==> config.mk <==
export PLATFORM = sky130hd
export DESIGN_NAME = fetch_ctrl_flat
export DESIGN_NICKNAME = d
export VERILOG_FILES = /design/src/rtl/fetch_ctrl_if.sv /design/src/rtl/fetch_ctrl.sv /design/src/flat_wrapper.sv
export SDC_FILE = /design/constraint.sdc
export NUM_CORES = 1
export LEC_CHECK = 0
export ABC_AREA = 1
export CAP_MARGIN = 40
export CORE_AREA = 2 2 91 93
export DETAILED_ROUTE_END_ITERATION = 12
export DIE_AREA = 0 0 93 95
export DONT_BUFFER_PORTS = 1
export GPL_TIMING_DRIVEN = 0
export PLACE_DENSITY = 0.72
export REMOVE_ABC_BUFFERS = 1
export SLEW_MARGIN = 20
export SYNTH_ARGS = -nofsm -noshare
export SYNTH_HDL_FRONTEND = slang
export SYNTH_SLANG_ARGS = --single-unit
==> constraint.sdc <==
create_clock -name clk -period 4.1 [get_ports clk]
set_input_delay 0.615 -clock clk [delete_from_list [all_inputs] [get_ports clk]]
set_output_delay 0.615 -clock clk [all_outputs]
set_load 0.05 [all_outputs]
==> src/rtl/fetch_ctrl_if.sv <==
// -----------------------------------------------------------------------------
// fetch_ctrl_if -- bundle of the fetch controller's request and control signals.
//
// Purpose : groups the fetch controller's inputs and outputs so the pipeline
//           (master) and the controller (slave) connect through one port.
//           The clock and reset are not part of the bundle.
//
// Signals (direction as seen by the slave / fetch_ctrl):
//   stall_req      in   1   load-use hazard: hold PC and IF/ID this cycle
//   br_taken       in   1   resolved taken branch, br_target valid
//   br_target      in  64   branch target address
//   halt_req       in   1   request to stop fetching
//   resume         in   1   leave HALT
//   pc_write       out  1   PC register enable
//   pc_src         out  1   PC mux select: 0 = PC+4, 1 = pc_br
//   pc_br          out 64   registered redirect target
//   ifid_write     out  1   IF/ID register enable
//   ifid_flush     out  1   IF/ID bubble insert
//   fetch_state    out  2   BOOT=0, RUN=1, REDIRECT=2, HALT=3
//   stall_timeout  out  1   sticky stall watchdog flag
//   perf_*         out 32   performance counters (fetch, stall, redirect)
// -----------------------------------------------------------------------------
interface fetch_ctrl_if;
   logic        stall_req;
   logic        br_taken;
   logic [63:0] br_target;
   logic        halt_req;
   logic        resume;
   logic        pc_write;
   logic        pc_src;
   logic [63:0] pc_br;
   logic        ifid_write;
   logic        ifid_flush;
   logic [1:0]  fetch_state;
   logic        stall_timeout;
   logic [31:0] perf_fetch;
   logic [31:0] perf_stall;
   logic [31:0] perf_redirect;

   // Pipeline side: raises requests, consumes the control outputs.
   modport master (
      output stall_req, br_taken, br_target, halt_req, resume,
      input  pc_write, pc_src, pc_br, ifid_write, ifid_flush,
      input  fetch_state, stall_timeout, perf_fetch, perf_stall, perf_redirect
   );

   // Controller side.
   modport slave (
      input  stall_req, br_taken, br_target, halt_req, resume,
      output pc_write, pc_src, pc_br, ifid_write, ifid_flush,
      output fetch_state, stall_timeout, perf_fetch, perf_stall, perf_redirect
   );
endinterface

==> src/rtl/fetch_ctrl.sv <==
// -----------------------------------------------------------------------------
// fetch_ctrl -- instruction fetch controller.
//
// Purpose : sequences the PC / IF/ID enables through BOOT, RUN, REDIRECT and
//           HALT. Event priority is br_taken > halt_req > stall_req. A 16-bit
//           stall counter saturating at STALL_LIMIT drives a sticky watchdog.
//
// Parameters:
//   BOOT_CYCLES  (1..15)     cycles the PC is held after reset release
//   STALL_LIMIT  (1..65535)  consecutive stalled RUN cycles that set stall_timeout
//
// Ports:
//   clk     in  rising-edge clock
//   rst     in  asynchronous, active-low reset
//   io_bus  fetch_ctrl_if.slave (requests in, PC/IF-ID control and status out)
//
// Configuration:
//   FETCH_CTRL_PERF_CNT_EN  defined: builds the saturating 32-bit perf counters
//                           (fetch = cycles with pc_write, stall = stalled RUN
//                           cycles, redirect = REDIRECT cycles).
//                           undefined: perf outputs tied to zero.
// -----------------------------------------------------------------------------
module fetch_ctrl #(
   parameter int unsigned BOOT_CYCLES = 2,
   parameter int unsigned STALL_LIMIT = 255
) (
   input  logic        clk,
   input  logic        rst,
   fetch_ctrl_if.slave io_bus
);

   typedef enum logic [1:0] {
      ST_BOOT     = 2'd0,
      ST_RUN      = 2'd1,
      ST_REDIRECT = 2'd2,
      ST_HALT     = 2'd3
   } state_t;

   localparam logic [3:0]  BOOT_LAST = 4'(BOOT_CYCLES - 1);
   localparam logic [15:0] STALL_MAX = 16'(STALL_LIMIT);

   state_t      r_state;
   state_t      w_state_nxt;
   logic [3:0]  r_boot_cnt;
   logic [63:0] r_pc_br;
   logic [15:0] r_stall_cnt;
   logic [15:0] w_stall_cnt_nxt;
   logic        r_stall_timeout;

   logic        w_pc_write;
   logic        w_pc_src;
   logic        w_ifid_write;
   logic        w_ifid_flush;
   logic        w_br_accept;
   logic        w_run_stall;

   // A branch is only taken on board in RUN or REDIRECT; BOOT and HALT drop it.
   assign w_br_accept = io_bus.br_taken &&
                        ((r_state == ST_RUN) || (r_state == ST_REDIRECT));
   assign w_run_stall = (r_state == ST_RUN) && io_bus.stall_req;

   // Counts consecutive stalled RUN cycles; any other cycle restarts it.
   always_comb begin
      w_stall_cnt_nxt = '0;
      if (w_run_stall) begin
         w_stall_cnt_nxt = (r_stall_cnt == STALL_MAX) ? r_stall_cnt
                                                      : r_stall_cnt + 16'd1;
      end
   end

   // Next-state and control outputs.
   always_comb begin
      // NOTE: every output gets a default before the case so no path leaves
      // a signal unassigned, which would otherwise infer a latch.
      w_state_nxt  = r_state;
      w_pc_write   = 1'b0;
      w_pc_src     = 1'b0;
      w_ifid_write = 1'b0;
      w_ifid_flush = 1'b0;

      unique case (r_state)
         ST_BOOT: begin
            w_ifid_flush = 1'b1;
            if (r_boot_cnt == BOOT_LAST) w_state_nxt = ST_RUN;
         end

         ST_RUN: begin
            // Stall gates the enables in the same cycle, even alongside a branch.
            w_pc_write   = !io_bus.stall_req;
            w_ifid_write = !io_bus.stall_req;
            if (io_bus.br_taken)      w_state_nxt = ST_REDIRECT;
            else if (io_bus.halt_req) w_state_nxt = ST_HALT;
         end

         ST_REDIRECT: begin
            // The redirect always commits; stall_req has no say here.
            w_pc_src     = 1'b1;
            w_pc_write   = 1'b1;
            w_ifid_write = 1'b1;
            w_ifid_flush = 1'b1;
            if (io_bus.br_taken)      w_state_nxt = ST_REDIRECT;
            else if (io_bus.halt_req) w_state_nxt = ST_HALT;
            else                      w_state_nxt = ST_RUN;
         end

         ST_HALT: begin
            // A still-asserted halt_req wins over resume.
            if (io_bus.resume && !io_bus.halt_req) w_state_nxt = ST_RUN;
         end

         default: w_state_nxt = ST_BOOT;
      endcase
   end

   // NOTE: the reset branch sits in the sensitivity list (negedge rst) so the
   // controller drops back to BOOT immediately, without waiting for a clock.
   always_ff @(posedge clk or negedge rst) begin
      if (!rst) begin
         r_state         <= ST_BOOT;
         r_boot_cnt      <= '0;
         r_pc_br         <= '0;
         r_stall_cnt     <= '0;
         r_stall_timeout <= 1'b0;
      end else begin
         // NOTE: sequential state uses non-blocking assignments so every
         // register samples pre-edge values, independent of statement order.
         r_state     <= w_state_nxt;
         r_stall_cnt <= w_stall_cnt_nxt;
         // BOOT is only entered from reset, so the counter cannot wrap.
         if (r_state == ST_BOOT)              r_boot_cnt      <= r_boot_cnt + 4'd1;
         if (w_br_accept)                     r_pc_br         <= io_bus.br_target;
         if (w_stall_cnt_nxt == STALL_MAX)    r_stall_timeout <= 1'b1;
      end
   end

   assign io_bus.pc_write      = w_pc_write;
   assign io_bus.pc_src        = w_pc_src;
   assign io_bus.ifid_write    = w_ifid_write;
   assign io_bus.ifid_flush    = w_ifid_flush;
   assign io_bus.pc_br         = r_pc_br;
   assign io_bus.fetch_state   = r_state;
   assign io_bus.stall_timeout = r_stall_timeout;

`ifdef FETCH_CTRL_PERF_CNT_EN
   logic [31:0] r_perf_fetch;
   logic [31:0] r_perf_stall;
   logic [31:0] r_perf_redirect;

   // Saturating event counters: they stick at all-ones instead of wrapping.
   always_ff @(posedge clk or negedge rst) begin
      if (!rst) begin
         r_perf_fetch    <= '0;
         r_perf_stall    <= '0;
         r_perf_redirect <= '0;
      end else begin
         if (w_pc_write && (r_perf_fetch != '1))
            r_perf_fetch <= r_perf_fetch + 32'd1;
         if (w_run_stall && (r_perf_stall != '1))
            r_perf_stall <= r_perf_stall + 32'd1;
         if ((r_state == ST_REDIRECT) && (r_perf_redirect != '1))
            r_perf_redirect <= r_perf_redirect + 32'd1;
      end
   end

   assign io_bus.perf_fetch    = r_perf_fetch;
   assign io_bus.perf_stall    = r_perf_stall;
   assign io_bus.perf_redirect = r_perf_redirect;
`else
   assign io_bus.perf_fetch    = '0;
   assign io_bus.perf_stall    = '0;
   assign io_bus.perf_redirect = '0;
`endif

endmodule

==> src/flat_wrapper.sv <==
// flat-port wrapper written by rule: the top's interface ports become plain ports
module fetch_ctrl_flat 
#(
   parameter int unsigned BOOT_CYCLES = 2,
   parameter int unsigned STALL_LIMIT = 255
)
  (clk, rst, io_bus_stall_req, io_bus_br_taken, io_bus_br_target, io_bus_halt_req, io_bus_resume, io_bus_pc_write, io_bus_pc_src, io_bus_pc_br, io_bus_ifid_write, io_bus_ifid_flush, io_bus_fetch_state, io_bus_stall_timeout, io_bus_perf_fetch, io_bus_perf_stall, io_bus_perf_redirect);
  fetch_ctrl_if io_bus_i ();
  input  logic clk;
  input  logic rst;
  input wire logic [$bits(io_bus_i.stall_req)-1:0] io_bus_stall_req;
  input wire logic [$bits(io_bus_i.br_taken)-1:0] io_bus_br_taken;
  input wire logic [$bits(io_bus_i.br_target)-1:0] io_bus_br_target;
  input wire logic [$bits(io_bus_i.halt_req)-1:0] io_bus_halt_req;
  input wire logic [$bits(io_bus_i.resume)-1:0] io_bus_resume;
  output wire logic [$bits(io_bus_i.pc_write)-1:0] io_bus_pc_write;
  output wire logic [$bits(io_bus_i.pc_src)-1:0] io_bus_pc_src;
  output wire logic [$bits(io_bus_i.pc_br)-1:0] io_bus_pc_br;
  output wire logic [$bits(io_bus_i.ifid_write)-1:0] io_bus_ifid_write;
  output wire logic [$bits(io_bus_i.ifid_flush)-1:0] io_bus_ifid_flush;
  output wire logic [$bits(io_bus_i.fetch_state)-1:0] io_bus_fetch_state;
  output wire logic [$bits(io_bus_i.stall_timeout)-1:0] io_bus_stall_timeout;
  output wire logic [$bits(io_bus_i.perf_fetch)-1:0] io_bus_perf_fetch;
  output wire logic [$bits(io_bus_i.perf_stall)-1:0] io_bus_perf_stall;
  output wire logic [$bits(io_bus_i.perf_redirect)-1:0] io_bus_perf_redirect;
  assign io_bus_i.stall_req = io_bus_stall_req;
  assign io_bus_i.br_taken = io_bus_br_taken;
  assign io_bus_i.br_target = io_bus_br_target;
  assign io_bus_i.halt_req = io_bus_halt_req;
  assign io_bus_i.resume = io_bus_resume;
  assign io_bus_pc_write = io_bus_i.pc_write;
  assign io_bus_pc_src = io_bus_i.pc_src;
  assign io_bus_pc_br = io_bus_i.pc_br;
  assign io_bus_ifid_write = io_bus_i.ifid_write;
  assign io_bus_ifid_flush = io_bus_i.ifid_flush;
  assign io_bus_fetch_state = io_bus_i.fetch_state;
  assign io_bus_stall_timeout = io_bus_i.stall_timeout;
  assign io_bus_perf_fetch = io_bus_i.perf_fetch;
  assign io_bus_perf_stall = io_bus_i.perf_stall;
  assign io_bus_perf_redirect = io_bus_i.perf_redirect;
  fetch_ctrl #(.BOOT_CYCLES(BOOT_CYCLES), .STALL_LIMIT(STALL_LIMIT)) u_core (.clk(clk), .rst(rst), .io_bus(io_bus_i));
endmodule
==> metrics.md <==
| Metric | Value |
|---|---|
| Outcome | completed |
| CP endpoint kind | primary output |
| Mapped cell area | roughly 4600 µm² |
| Cell variety after synth | 27 |
| CP Class | flip-flop to primary output |
| Max cap viols | 0 |
| Clock buffer count from CTS | 9 |
| Core area | between 7000 and 8000 µm² |
| Hold Slack | roughly 0.14 ns |
| CP Data Arrival Time | about 2.8 ns |
| Main synth FF type | dfrtp_1 |
| Fmax | 293.9 MHz |
| Share of layout cells above drive strength 1 | 20.79% |
| Setup TNS | 0 ns |
| Ys async rst share | 100.0% |
| Min-Delay Path Class | input pin to async pin |
| DP Cell Count | 546 |
| M1 wire length | between 2 and 3 mm |
| Sequential fraction of the synthesis area | 47.46% |
| Synth warn | 0 |
| Pwr Total | roughly 4.4 mW |
| Worst stage delay on the critical path | roughly 0.73 ns |
| Overall Global Routing Usage | between 10% and 20% |
| Clk Tree Root Cell | clkbuf_8 |
| Number of synthesized flops with an enable pin | 0 |
| Yosys top cell by area | dfrtp_1 |
| Leak | 2.279 nW |
| Unrepaired setup endpoints after global routing | false |
| Final clock skew | roughly 0.0042 ns |
| Wire length per cell | between 10 and 15 µm |
| Final min period | 3.403 ns |
| Clk buf depth | 2 |
| Top routing layer in use | met4 |
| Die X | between 90 and 100 µm |
| Final Setup Violations | 0 |
| DP Worst Slack | 1.076 ns |
| Fin cells | 562 |
| Buf/Inv on CP | 1 |
| Initial antenna violation count | 0 |
| Setup WS post-layout | between 0.6 and 0.7 ns |
| CP Max Fanout | 5 |
| Critical-path cell list | ha_1 > or2_2 > nand2_1 > a21oi_2 > buf_6 |
| Peak VDD IR | slightly below 600 µV |
| CP Launch Type | flip-flop |
| Number of global-route vias before repair | about 2600 |
| Crit-path leading delay family | flip-flops |
| Synthesized instance count | 449 |
| Clk_lat worst skew | about 0.35 ns |
| Final HPWL DP | about 5.8 mm |
| Max stage delay cell, worst path | dfrtp_1 |
| Initial core utilization | between 50% and 60% |
| CTS tree | done |
| Slew Viols, Final | 0 |
| Met3 WL post-DR | roughly 870 µm |
| IO Count | about 240 |
| Placed Area | 4348 µm² |
| Worst-path clk slew | about 0.090 ns |
| Largest net degree at the start of global routing | approximately 90 |
| Count leader, synth | buf_4 |
| Nets | between 500 and 600 |
| Setup repair bufs after CTS | 0 |
| Crit share post-route | between 80% and 90% |
| Port buffer count | 0 |
| N_diodes | 0 |
| Met2 Wirelength | approximately 4.0 mm |
| Die ar. | around 8800 µm² |
| Pre-antenna DRT Iters | 4 |
| Die H | about 95 µm |
| # clock sinks | 87 |
| Area Growth Syn to Fin | 0.1365% |
| Antenna-violating nets left | 0 |
| DR vias/cell | roughly 4.7 |
| Post-synth top area share | a little under half |
| Flops & latches, synth | 87 |
| Initial DRC count | 123 |
| # rows | 33 |
| Worst EP required | 3.48 ns |
| Post-Route WL | 7.920 mm |
| Gpl congestion | ~0.87 |
| Vias | 2631 |
| Avg Cell Area, Syn | between 10 and 15 µm² |
| Ranking of synthesized cells by area | dfrtp_1, buf_4, mux2_2, nand2_1, inv_1 |
| H-tree Lvls | 3 |
| Commonest cells in the synthesized netlist | buf_4, dfrtp_1, mux2_2, nand2_1 |
| Power Dens Cells | roughly 950 nW/µm² |
| Fillers | 692 |
| Final Hold Vio Count | 0 |
| Global-route wire length before repair | around 12 mm |
| Overflow after GRT | 0 |
| Remaining DRCs | 0 |
| Worst-Margin Slew | around 0.66 ns |
| Final instance area | around 4600 µm² |
| Worst slew margin | 56.24% |
| Core Util, Final | between 50 and 60% |
[cells by family (layout without fill, tap and decap cells)]
| logic type | after synthesis | after routing | share of synthesized area (%) |
|---|---|---|---|
| buffers and inverters | 142 | 55 | 19.97 |
| and+or+nand+nor | 126 | 126 | 11.78 |
| DFF | 87 | 87 | 47.46 |
| muxes | 64 | 64 | 15.71 |
| AOI/OAI and AO/OA | 17 | 17 | 2.128 |
| adders and majority gates | 7 | 7 | 1.909 |
| xor gates and xnor gates | 5 | 5 | 0.9549 |
| other | 1 | 96 | 0.08175 |
[what timing repair did]
| action | CTS | global route |
|---|---|---|
| resized for setup | 0 | 0 |
| hold buffers | 1 | 0 |
| endpoints found under the hold margin | 87 | 0 |
[registers in the layout (all words and copies together) (netlist names)]
signal,count
u_core.io_bus.pc_br,64
u_core.r_boot_cnt,4
u_core.io_bus.fetch_state,2
u_core.io_bus.stall_timeout,1
u_core.r_stall_cnt,16
[final timing paths]
| kind | from | end | slack (ns) | cells after the start |
|---|---|---|---|---|
| min reg2reg | u_core.r_boot_cnt[3] | u_core.r_boot_cnt[3] | 0.48 | 1 |
| max | u_core.io_bus.fetch_state[1] | io_bus_pc_write | 0.70 | 5 |
| min | rst | u_core.r_stall_cnt[15] | 0.14 | 1 |
| max reg2reg | u_core.io_bus.fetch_state[0] | u_core.io_bus.pc_br[63] | 1.85 | 5 |
| max in group asynchronous | rst | u_core.r_stall_cnt[4] | 3.59 | 1 |
| min in group clk | io_bus_br_target[23] | u_core.io_bus.pc_br[23] | 0.41 | 1 |
[per-layer routing]
| metal | global-route usage, % | vias to the layer above |
|---|---|---|
| met4 | 7.353 | 0 |
| met3 | 8.460 | 10 |
| met1 | 20.30 | 1247 |
| met5 | 0 | - |
| li1 | - | 1245 |
| met2 | 29.17 | 129 |
[power breakdown]
group | internal, mW | switching (mW)
logic | 0.466 | 0.580
registers | 1.20 | 1.47
clock network | 0.345 | 0.311
total | 2.01 | 2.36
[layout by cell type (no fill, tap or decap)]
cell / instances
nand2_4: 1
o21ai_1: 4
clkinvlp_4: 1
o21a_1: 1
or2_2: 1
nand2_2: 4
bufinv_16: 2
buf_16: 2
a32o_1: 1
buf_6: 1
nor2_1: 35
inv_2: 2
o21bai_1: 1
mux2_2: 64
o31ai_1: 1
conb_1: 96
nor2_2: 2
inv_6: 2
inv_1: 35
clkinv_4: 1
nor2_4: 2
xnor2_1: 2
xor2_1: 3
a21oi_1: 4
nand3_1: 15
nand2_1: 60
a21oi_2: 1
o21ai_0: 4
dfrtp_1: 87
ha_1: 7
nand4_1: 5
nand3b_1: 1
clkbuf_8: 9
[cell type report]
class	count	area (µm²)	share of cell area [%]
Clock inverter	6	93.84	2.043
Multi-Input combinational cell	315	1862	40.53
Clock buffer	9	123.9	2.697
Timing Repair Buffer	3	66.31	1.444
Tap cell	105	131.4	2.860
Sequential cell	87	2177	47.40
Inverter	37	138.9	3.024
Power figures use the tool's default switching activity.
